===== src/rtl/conv_mac_seq_if.sv =====
// conv_mac_seq_if: control, operand stream and result handshake bundle for conv_mac_seq
interface conv_mac_seq_if #(
  parameter int DATA_W = 8,
  parameter int ACC_W = 24,
  parameter int OUT_W = 16,
  parameter int IN_CH = 2,
  parameter int KSIZE = 3
);
  localparam int N = IN_CH * KSIZE * KSIZE;
  localparam int CNT_W = N > 1 ? $clog2(N) : 1;
  localparam int CH_W = IN_CH > 1 ? $clog2(IN_CH) : 1;
  logic start;
  logic signed [ACC_W-1:0] bias;
  logic busy;
  logic din_valid;
  logic din_ready;
  logic signed [DATA_W-1:0] din;
  logic signed [DATA_W-1:0] wgt;
  logic [CNT_W-1:0] cnt;
  logic [CH_W-1:0] ch;
  logic res_valid;
  logic res_ready;
  logic signed [OUT_W-1:0] res;
  logic sat;
  logic done;
  modport master (
    output start, bias, din_valid, din, wgt, res_ready,
    input busy, din_ready, cnt, ch, res_valid, res, sat, done
  );
  modport slave (
    input start, bias, din_valid, din, wgt, res_ready,
    output busy, din_ready, cnt, ch, res_valid, res, sat, done
  );
endinterface


===== src/rtl/conv_mac_seq.sv =====
// conv_mac_seq: streamed multi-channel conv MAC with bias, shift and saturation; define CONV_RELU_EN to rectify
module conv_mac_seq #(
  parameter int DATA_W = 8,
  parameter int ACC_W = 24,
  parameter int OUT_W = 16,
  parameter int IN_CH = 2,
  parameter int KSIZE = 3,
  parameter int SHIFT = 0
) (
  input logic clk,
  input logic rst,
  conv_mac_seq_if.slave bus
);
  localparam int KK = KSIZE * KSIZE;
  localparam int N = IN_CH * KK;
  localparam int CNT_W = N > 1 ? $clog2(N) : 1;
  localparam int CH_W = IN_CH > 1 ? $clog2(IN_CH) : 1;
  localparam int KK_W = KK > 1 ? $clog2(KK) : 1;
  localparam int EW = ACC_W > OUT_W ? ACC_W : OUT_W;
  localparam logic signed [EW-1:0] MAX = {{(EW-OUT_W+1){1'b0}}, {(OUT_W-1){1'b1}}};
  localparam logic signed [EW-1:0] MIN = {{(EW-OUT_W+1){1'b1}}, {(OUT_W-1){1'b0}}};
  typedef enum logic [1:0] {IDLE, ACC, BIAS, OUT} state_t;
  state_t state, state_n;
  logic beat, last, kwrap, done_q, sat_q, sat_n;
  logic signed [2*DATA_W-1:0] prod;
  logic signed [ACC_W-1:0] acc, bias_q, sum, t, t_r;
  logic signed [EW-1:0] t_e;
  logic signed [OUT_W-1:0] res_q, res_n;
  logic [CNT_W-1:0] cnt;
  logic [CH_W-1:0] ch;
  logic [KK_W-1:0] kcnt;
  always_ff @(posedge clk or posedge rst)
    if (rst) state <= IDLE;
    else state <= state_n;
  always_comb
    state_n = state == IDLE ? (bus.start ? ACC : IDLE) :
              state == ACC  ? (beat && last ? BIAS : ACC) :
              state == BIAS ? OUT :
              (bus.res_ready ? IDLE : OUT);
  always_comb begin
    bus.busy = state != IDLE;
    bus.din_ready = state == ACC;
    bus.res_valid = state == OUT;
  end
  assign beat = bus.din_valid & bus.din_ready;
  assign last = cnt == CNT_W'(N - 1);
  assign kwrap = kcnt == KK_W'(KK - 1);
  always_comb begin
    prod = bus.din * bus.wgt;
    sum = acc + bias_q;
    t = sum >>> SHIFT;
`ifdef CONV_RELU_EN
    t_r = t < 0 ? '0 : t;
`else
    t_r = t;
`endif
    t_e = EW'(t_r);
    sat_n = t_e > MAX || t_e < MIN;
    res_n = t_e > MAX ? OUT_W'(MAX) : t_e < MIN ? OUT_W'(MIN) : OUT_W'(t_e);
  end
  // kcnt tracks the tap within a kernel window so ch avoids a divider
  always_ff @(posedge clk or posedge rst)
    if (rst) begin
      acc <= '0;
      bias_q <= '0;
      cnt <= '0;
      ch <= '0;
      kcnt <= '0;
      res_q <= '0;
      sat_q <= 1'b0;
      done_q <= 1'b0;
    end else begin
      done_q <= state == OUT && bus.res_ready;
      if (state == IDLE && bus.start) begin
        bias_q <= bus.bias;
        acc <= '0;
        cnt <= '0;
        ch <= '0;
        kcnt <= '0;
      end
      if (beat) begin
        acc <= acc + ACC_W'(prod);
        cnt <= last ? '0 : cnt + 1'b1;
        kcnt <= last || kwrap ? '0 : kcnt + 1'b1;
        ch <= last ? '0 : kwrap ? ch + 1'b1 : ch;
      end
      if (state == BIAS) begin
        acc <= sum;
        res_q <= res_n;
        sat_q <= sat_n;
      end
    end
  assign bus.cnt = cnt;
  assign bus.ch = ch;
  assign bus.res = res_q;
  assign bus.sat = sat_q;
  assign bus.done = done_q;
endmodule


===== src/flat_wrapper.sv =====
// flat-port wrapper written by rule: the top's interface ports become plain ports
module conv_mac_seq_flat 
#(
  parameter int DATA_W = 8,
  parameter int ACC_W = 24,
  parameter int OUT_W = 16,
  parameter int IN_CH = 2,
  parameter int KSIZE = 3,
  parameter int SHIFT = 0
)
  (clk, rst, bus_start, bus_bias, bus_din_valid, bus_din, bus_wgt, bus_res_ready, bus_busy, bus_din_ready, bus_cnt, bus_ch, bus_res_valid, bus_res, bus_sat, bus_done);
  conv_mac_seq_if #(.DATA_W(DATA_W), .ACC_W(ACC_W), .OUT_W(OUT_W), .IN_CH(IN_CH), .KSIZE(KSIZE)) bus_i ();
  input logic clk;
  input logic rst;
  input wire logic [$bits(bus_i.start)-1:0] bus_start;
  input wire logic [$bits(bus_i.bias)-1:0] bus_bias;
  input wire logic [$bits(bus_i.din_valid)-1:0] bus_din_valid;
  input wire logic [$bits(bus_i.din)-1:0] bus_din;
  input wire logic [$bits(bus_i.wgt)-1:0] bus_wgt;
  input wire logic [$bits(bus_i.res_ready)-1:0] bus_res_ready;
  output wire logic [$bits(bus_i.busy)-1:0] bus_busy;
  output wire logic [$bits(bus_i.din_ready)-1:0] bus_din_ready;
  output wire logic [$bits(bus_i.cnt)-1:0] bus_cnt;
  output wire logic [$bits(bus_i.ch)-1:0] bus_ch;
  output wire logic [$bits(bus_i.res_valid)-1:0] bus_res_valid;
  output wire logic [$bits(bus_i.res)-1:0] bus_res;
  output wire logic [$bits(bus_i.sat)-1:0] bus_sat;
  output wire logic [$bits(bus_i.done)-1:0] bus_done;
  assign bus_i.start = bus_start;
  assign bus_i.bias = bus_bias;
  assign bus_i.din_valid = bus_din_valid;
  assign bus_i.din = bus_din;
  assign bus_i.wgt = bus_wgt;
  assign bus_i.res_ready = bus_res_ready;
  assign bus_busy = bus_i.busy;
  assign bus_din_ready = bus_i.din_ready;
  assign bus_cnt = bus_i.cnt;
  assign bus_ch = bus_i.ch;
  assign bus_res_valid = bus_i.res_valid;
  assign bus_res = bus_i.res;
  assign bus_sat = bus_i.sat;
  assign bus_done = bus_i.done;
  conv_mac_seq #(.DATA_W(DATA_W), .ACC_W(ACC_W), .OUT_W(OUT_W), .IN_CH(IN_CH), .KSIZE(KSIZE), .SHIFT(SHIFT)) u_core (.clk(clk), .rst(rst), .bus(bus_i));
endmodule

===== config.mk =====
export PLATFORM = sky130hd
export DESIGN_NAME = conv_mac_seq_flat
export DESIGN_NICKNAME = d
export VERILOG_FILES = /design/src/rtl/conv_mac_seq_if.sv /design/src/rtl/conv_mac_seq.sv /design/src/flat_wrapper.sv
export SDC_FILE = /design/constraint.sdc
export NUM_CORES = 1
export LEC_CHECK = 0
export CORE_MARGIN = 2
export CORE_UTILIZATION = 60
export DETAILED_ROUTE_END_ITERATION = 12
export MAX_ROUTING_LAYER = met4
export PLACE_DENSITY = 0.82
export SLEW_MARGIN = 5
export SYNTH_ARGS = -nofsm -noshare
export SYNTH_HDL_FRONTEND = slang
export SYNTH_SLANG_ARGS = --single-unit

===== constraint.sdc =====
create_clock -name clk -period 12 [get_ports clk]
set_input_delay 1.8 -clock clk [delete_from_list [all_inputs] [get_ports clk]]
set_output_delay 1.8 -clock clk [all_outputs]
set_load 0.02 [all_outputs]

# After elaboration in Yosys (flattened, before gate mapping)
# Index checks and enable logic that the tools add are counted.
[word_totals] out_inout_bits=27 in_bits=45 reg_bits=78
[classes] addsub=5 order_cmp=2 n_bitwise=1 n_eq_ne=6 reduce_logical=10 muxes=21 mul=1
[op_table] op="2-to-1 mux 24 bit" n=3
[op_table] op="2-to-1 mux 16 bit" n=2
[op_table] op="adder 24 x 16 -> 24 bit" n=1
[op_table] op="adder 24 bit" n=1
[op_table] op="> comparator 24 x 16 -> 1 bit, second input constant" n=1
[op_table] op="< comparator 24 x 16 -> 1 bit, second input constant" n=1
[op_table] op="multiplier 8 x 8 -> 16 bit" n=1
[op_table] op="2-to-1 mux 5 bit" n=3
[op_table] op="2-to-1 mux 4 bit" n=3
[op_table] op="2-to-1 mux 2 bit" n=5
[op_table] op="adder 5 x 1 -> 5 bit, second input constant" n=1
[op_table] op="== test 5 bit, second input constant" n=1
[op_table] op="2-to-1 mux 1 bit" n=5
[op_table] op="adder 4 x 1 -> 4 bit, second input constant" n=1
[op_table] op="== test 2 bit, second input constant" n=2
[op_table] op="== test 4 bit, second input constant" n=1
[op_table] op="nonzero test 2 bit" n=2
[op_table] op="logical AND 1 bit" n=3
[op_table] op="inequality test 3 bit, second input constant" n=1
[op_table] op="nonzero test 3 bit" n=1
[op_table] op="== test 2 x 1 -> 1 bit, second input constant" n=1
[op_table] op="logical NOT 2 bit" n=1
[op_table] op="logical OR 1 bit" n=2
[op_table] op="AND reduction 2 bit" n=1
[op_table] op="2 further kinds" n=2

# Depth between registers and ports, before layout
[logic_depth] word_depth=6 depth_mapped=23 depth_no_buf=22

# Worst setup path after synthesis
# OpenSTA, ideal clock, no wires.
[synth_timing] kind="input port to flip-flop" startpoint="in bus_wgt[1]" endpoint="reg u_core.acc[21]" arrival_time_ns=7.098 setup_slack_ns=4.758 cell_stages=17 n_path_buf=1 path_cell_list="clkbuf_1 and2_1 fa_1 fa_1 fa_1 fa_1 ha_1 ha_1 a21oi_1 inv_1 a2111oi_0 o21ai_0 a31o_2 a31o_2 a31oi_1 xor2_1 o221ai_1"
[synth_between] elab_chain_len=4
[synth_rtl] item="start, declared" line="flat_wrapper.sv:19" rtl="input wire logic [$bits(bus_i.wgt)-1:0] bus_wgt;"
[synth_rtl] item="multiplier 8 x 8 -> 16 bit" line="conv_mac_seq.sv:49" rtl="prod = bus.din * bus.wgt;"
[synth_rtl] item="adder 24 x 16 -> 24 bit" line="conv_mac_seq.sv:82" rtl="acc <= acc + ACC_W'(prod);"
[synth_rtl] item="2-to-1 mux 24 bit" line="conv_mac_seq.sv:81" rtl="if (beat) begin"
[synth_rtl] item="2-to-1 mux 24 bit" line="conv_mac_seq.sv:87" rtl="if (state == BIAS) begin"
[synth_rtl] item="end signal, assigned" line="conv_mac_seq.sv:82"
[synth_rtl] item="end signal, assigned" line="conv_mac_seq.sv:88" rtl="acc <= sum;"
[synth_rtl] item="end, declared" line="conv_mac_seq.sv:26" rtl="logic signed [ACC_W-1:0] acc, bias_q, sum, t, t_r;"
# No other way between the ends.
# A chain may end at the register's enable or synchronous reset.

# Final worst setup path
# Ends and elaborated chain as after synthesis.

==> flow_summary.toml <==
[logic_synthesis]
synthDistinctLibCells = 72
synth.ff_latch_count = 78
seq_area_frac_synth_pct = 22.5
syn_nets = 1107
yosysWarnings = 0
syn_area_per_cell_um2 = 9.92
synth-edff-count = 0
synthFlopType = "dfrtp_1"
synth.cell_area_um2 = 8690
async_reset_ff_share_pct = 100
synth_cells = 876

[clock_network]
cts_tree = "yes"
root_buffer = "clkbuf_16"
postCtsHoldBufs = 0
clk_latency_ns = 0.34
clockBufferDepth = 2
postCtsSetupRepairBufs = 0
path_clk_slew_ns = 0.06
cts_resized = 0
cts_buffers = 9
cts_sinks = 78
ctsHtreeMaxLevel = 3

[worst_setup_path]
cp_slowest_cell = "and2_1"
worstSetupStartpointType = "primary input"
cp_slowest_stage_delay_ns = 0.88
crit_arrival_ns = 8.08
critical_path.cell_chain = "clkdlybuf4s50_1, and2_1, fa_1, fa_1, fa_1, fa_1, ha_1, ha_1, a21oi_1, inv_1, a2111oi_0, o21ai_0, a31o_2, a31o_2, a31oi_1, xor2_1, o221ai_1"
crit_buf_inv = 2
crit_type = "in2reg"
cp_max_fo = 16
cpLargestDelayFamily = "adder cells"
crit_required_ns = 12.18
cp-end-kind = "register"
cp_common_cell = "fa_1"

[die]
ios = 72
core_um2 = 14000
start_util_pct = 62.1
die_x_um = 124
dieHeight_um = 124
die_area_um2 = 15500
rows = 43

[sta]
drv_slew = 0
fin_skew_ns = 0.00740
final-hold-violation-count = 0
rsz0062_at_grt = "no"
fin_crit_sh_pct = 65.9
max_freq_ghz = 0.126
finalWorstPathRequiredPeriod_ns = 7.91
finalSetupViolCount = 0
worst_slew_pin_slew_ns = 1.05
max_slew_margin_pct = 29.8
fin_setup_tns_ns = 0

[placed_design]
gp_congestion = 0.922
hpwlAfterDp_um = 15500
port_buffers = 71

[flow_run]
cap_violations = 0

[hold_path]
min_path_type = "reg2reg"

[routing]
wirelength_um = 19100
post_drt_wl_per_cell_um = 16.9
avgViaCountPerCell = 5.76
ant_nets = 0
first_pass_iters = 4
num_vias = 6517
drt_iter0_drc = 365
drcViolationCount = 0

[global_route]
grt_pass1_vias = 6694
grt_max_degree = 79
antenna_found_initial = 0
grt_usage_pct = 27.0
grt_overflow = 0
grt_pass1_wl_um = 33000

[cells_and_area]
synthToLayoutAreaGrowth_pct = 13.8
fillers = 1092
final_common_cell = "inv_1"
drive_above_1_share_pct = 7.68
fin_nets = 1178
final_cell_mix = "113 x inv_1, 105 x fa_1, 81 x ha_1, 78 x dfrtp_1, 71 x clkdlybuf4s50_1"
antenna_cells = 0

[outcome]
status = "finished clean"
## sequential cells by signal, summed over array words and instances (netlist names)
name             cells
u_core.acc          24
u_core.state         2
u_core.bias_q       24
u_core.bus.res      16
u_core.kcnt          4
u_core.bus.sat       1
u_core.bus.cnt       5
u_core.bus.ch        1
u_core.bus.done      1
## through the flow
stage / hold WS (ns) / cells / setup WS, ns / instance area (um2) / utilization [%]
final: 0.490 / 1131 / 4.09 / 9880 / 70.6
after global routing: 0.520 / 1131 / 3.62 / 9880 / 70.6
after CTS: 0.496 / 1131 / 4.07 / 9880 / 70.6
after detailed placement: 0.484 / 1116 / 3.82 / 9610 / 68.7
after global placement: 0.468 / 1116 / 4.01 / 9610 / 68.7
after floorplan: 0.460 / 876 / 4.76 / 8690 / -
## logic make-up (layout without fill, tap and decap cells)
| kind of cell | count (synthesis) | after routing | share of synthesized area [%] |
|---|---|---|---|
| buffers and inverters | 132 | 207 | 5.70 |
| adder cells (fa/ha/maj) | 186 | 186 | 35.9 |
| AND/OR/NAND/NOR | 242 | 242 | 14.1 |
| flip-flops | 78 | 78 | 22.5 |
| AO/OA/AOI/OAI | 169 | 169 | 13.9 |
| XOR/XNOR | 41 | 41 | 4.31 |
| multiplexers | 28 | 28 | 3.57 |
## Yosys cell counts (18+ instances only)
cell type / n / share of area, %
nand3_1: 21 / 1.2
nor2_1: 54 / 2.3
nand2_1: 63 / 2.7
and2_1: 37 / 2.7
a21o_1: 18 / 1.6
xnor2_1: 25 / 2.5
dfrtp_1: 78 / 22
fa_1: 105 / 24
a21oi_1: 35 / 2.0
inv_1: 114 / 4.9
o21ai_0: 34 / 2.0
ha_1: 81 / 12
mux2_2: 24 / 3.1
## final timing paths
kind                                                from                             to  slack (ns)  cells after the start
setup / recovery                              bus_wgt[1]     u_core.acc[21]$_DFFE_PP0P_        4.09                     17
hold / removal             u_core.bus.res[0]$_DFFE_PP0P_  u_core.bus.res[0]$_DFFE_PP0P_        0.49                      2
setup reg to reg               u_core.acc[6]$_DFFE_PP0P_     u_core.acc[22]$_DFFE_PP0P_        6.61                     20
hold reg to reg            u_core.bus.res[0]$_DFFE_PP0P_  u_core.bus.res[0]$_DFFE_PP0P_        0.49                      2
max in group asynchronous                            rst      u_core.acc[6]$_DFFE_PP0P_        9.25                      3
min in group asynchronous                            rst   u_core.bias_q[1]$_DFFE_PP0P_        2.07                      3
## layer usage
layer / global-route usage (%) / routed length (um) / up-vias
li1: - / - / 3113
met3: 3.82 / 770 / 23
met5: - / 0 / -
met1: 36.2 / 8400 / 3231
met2: 44.8 / 9690 / 150
met4: 5.02 / 267 / 0
## worst register-to-register path: stages, from the launching register on
cell and delay [ns]:
dfrtp_1 0.40, inv_1 0.10, fa_1 0.53, inv_1 0.05
fa_1 0.50, inv_1 0.05, fa_1 0.47, inv_1 0.06
fa_1 0.48, ha_1 0.31, ha_1 0.34, nor2b_1 0.16
o21ai_0 0.19, a21oi_1 0.13, o21bai_1 0.19, a21oi_1 0.13
o31a_1 0.37, a221o_1 0.41, a21oi_1 0.20, nor2b_1 0.07
o221ai_1 0.18
## cell type report
class                      instances  area, um2  area share [%]
multi-input combinational        666       6250            63.2
clock inverter                     3       21.3           0.215
timing repair buffer              77        756            7.65
clock buffer                      12        246            2.49
inverter                         115        433            4.38
sequential                        78       1950            19.8
tap                              180        225            2.28
Power is not shown: default switching activity piles up to over one toggle a cycle in this logic, so the estimate is an artifact.
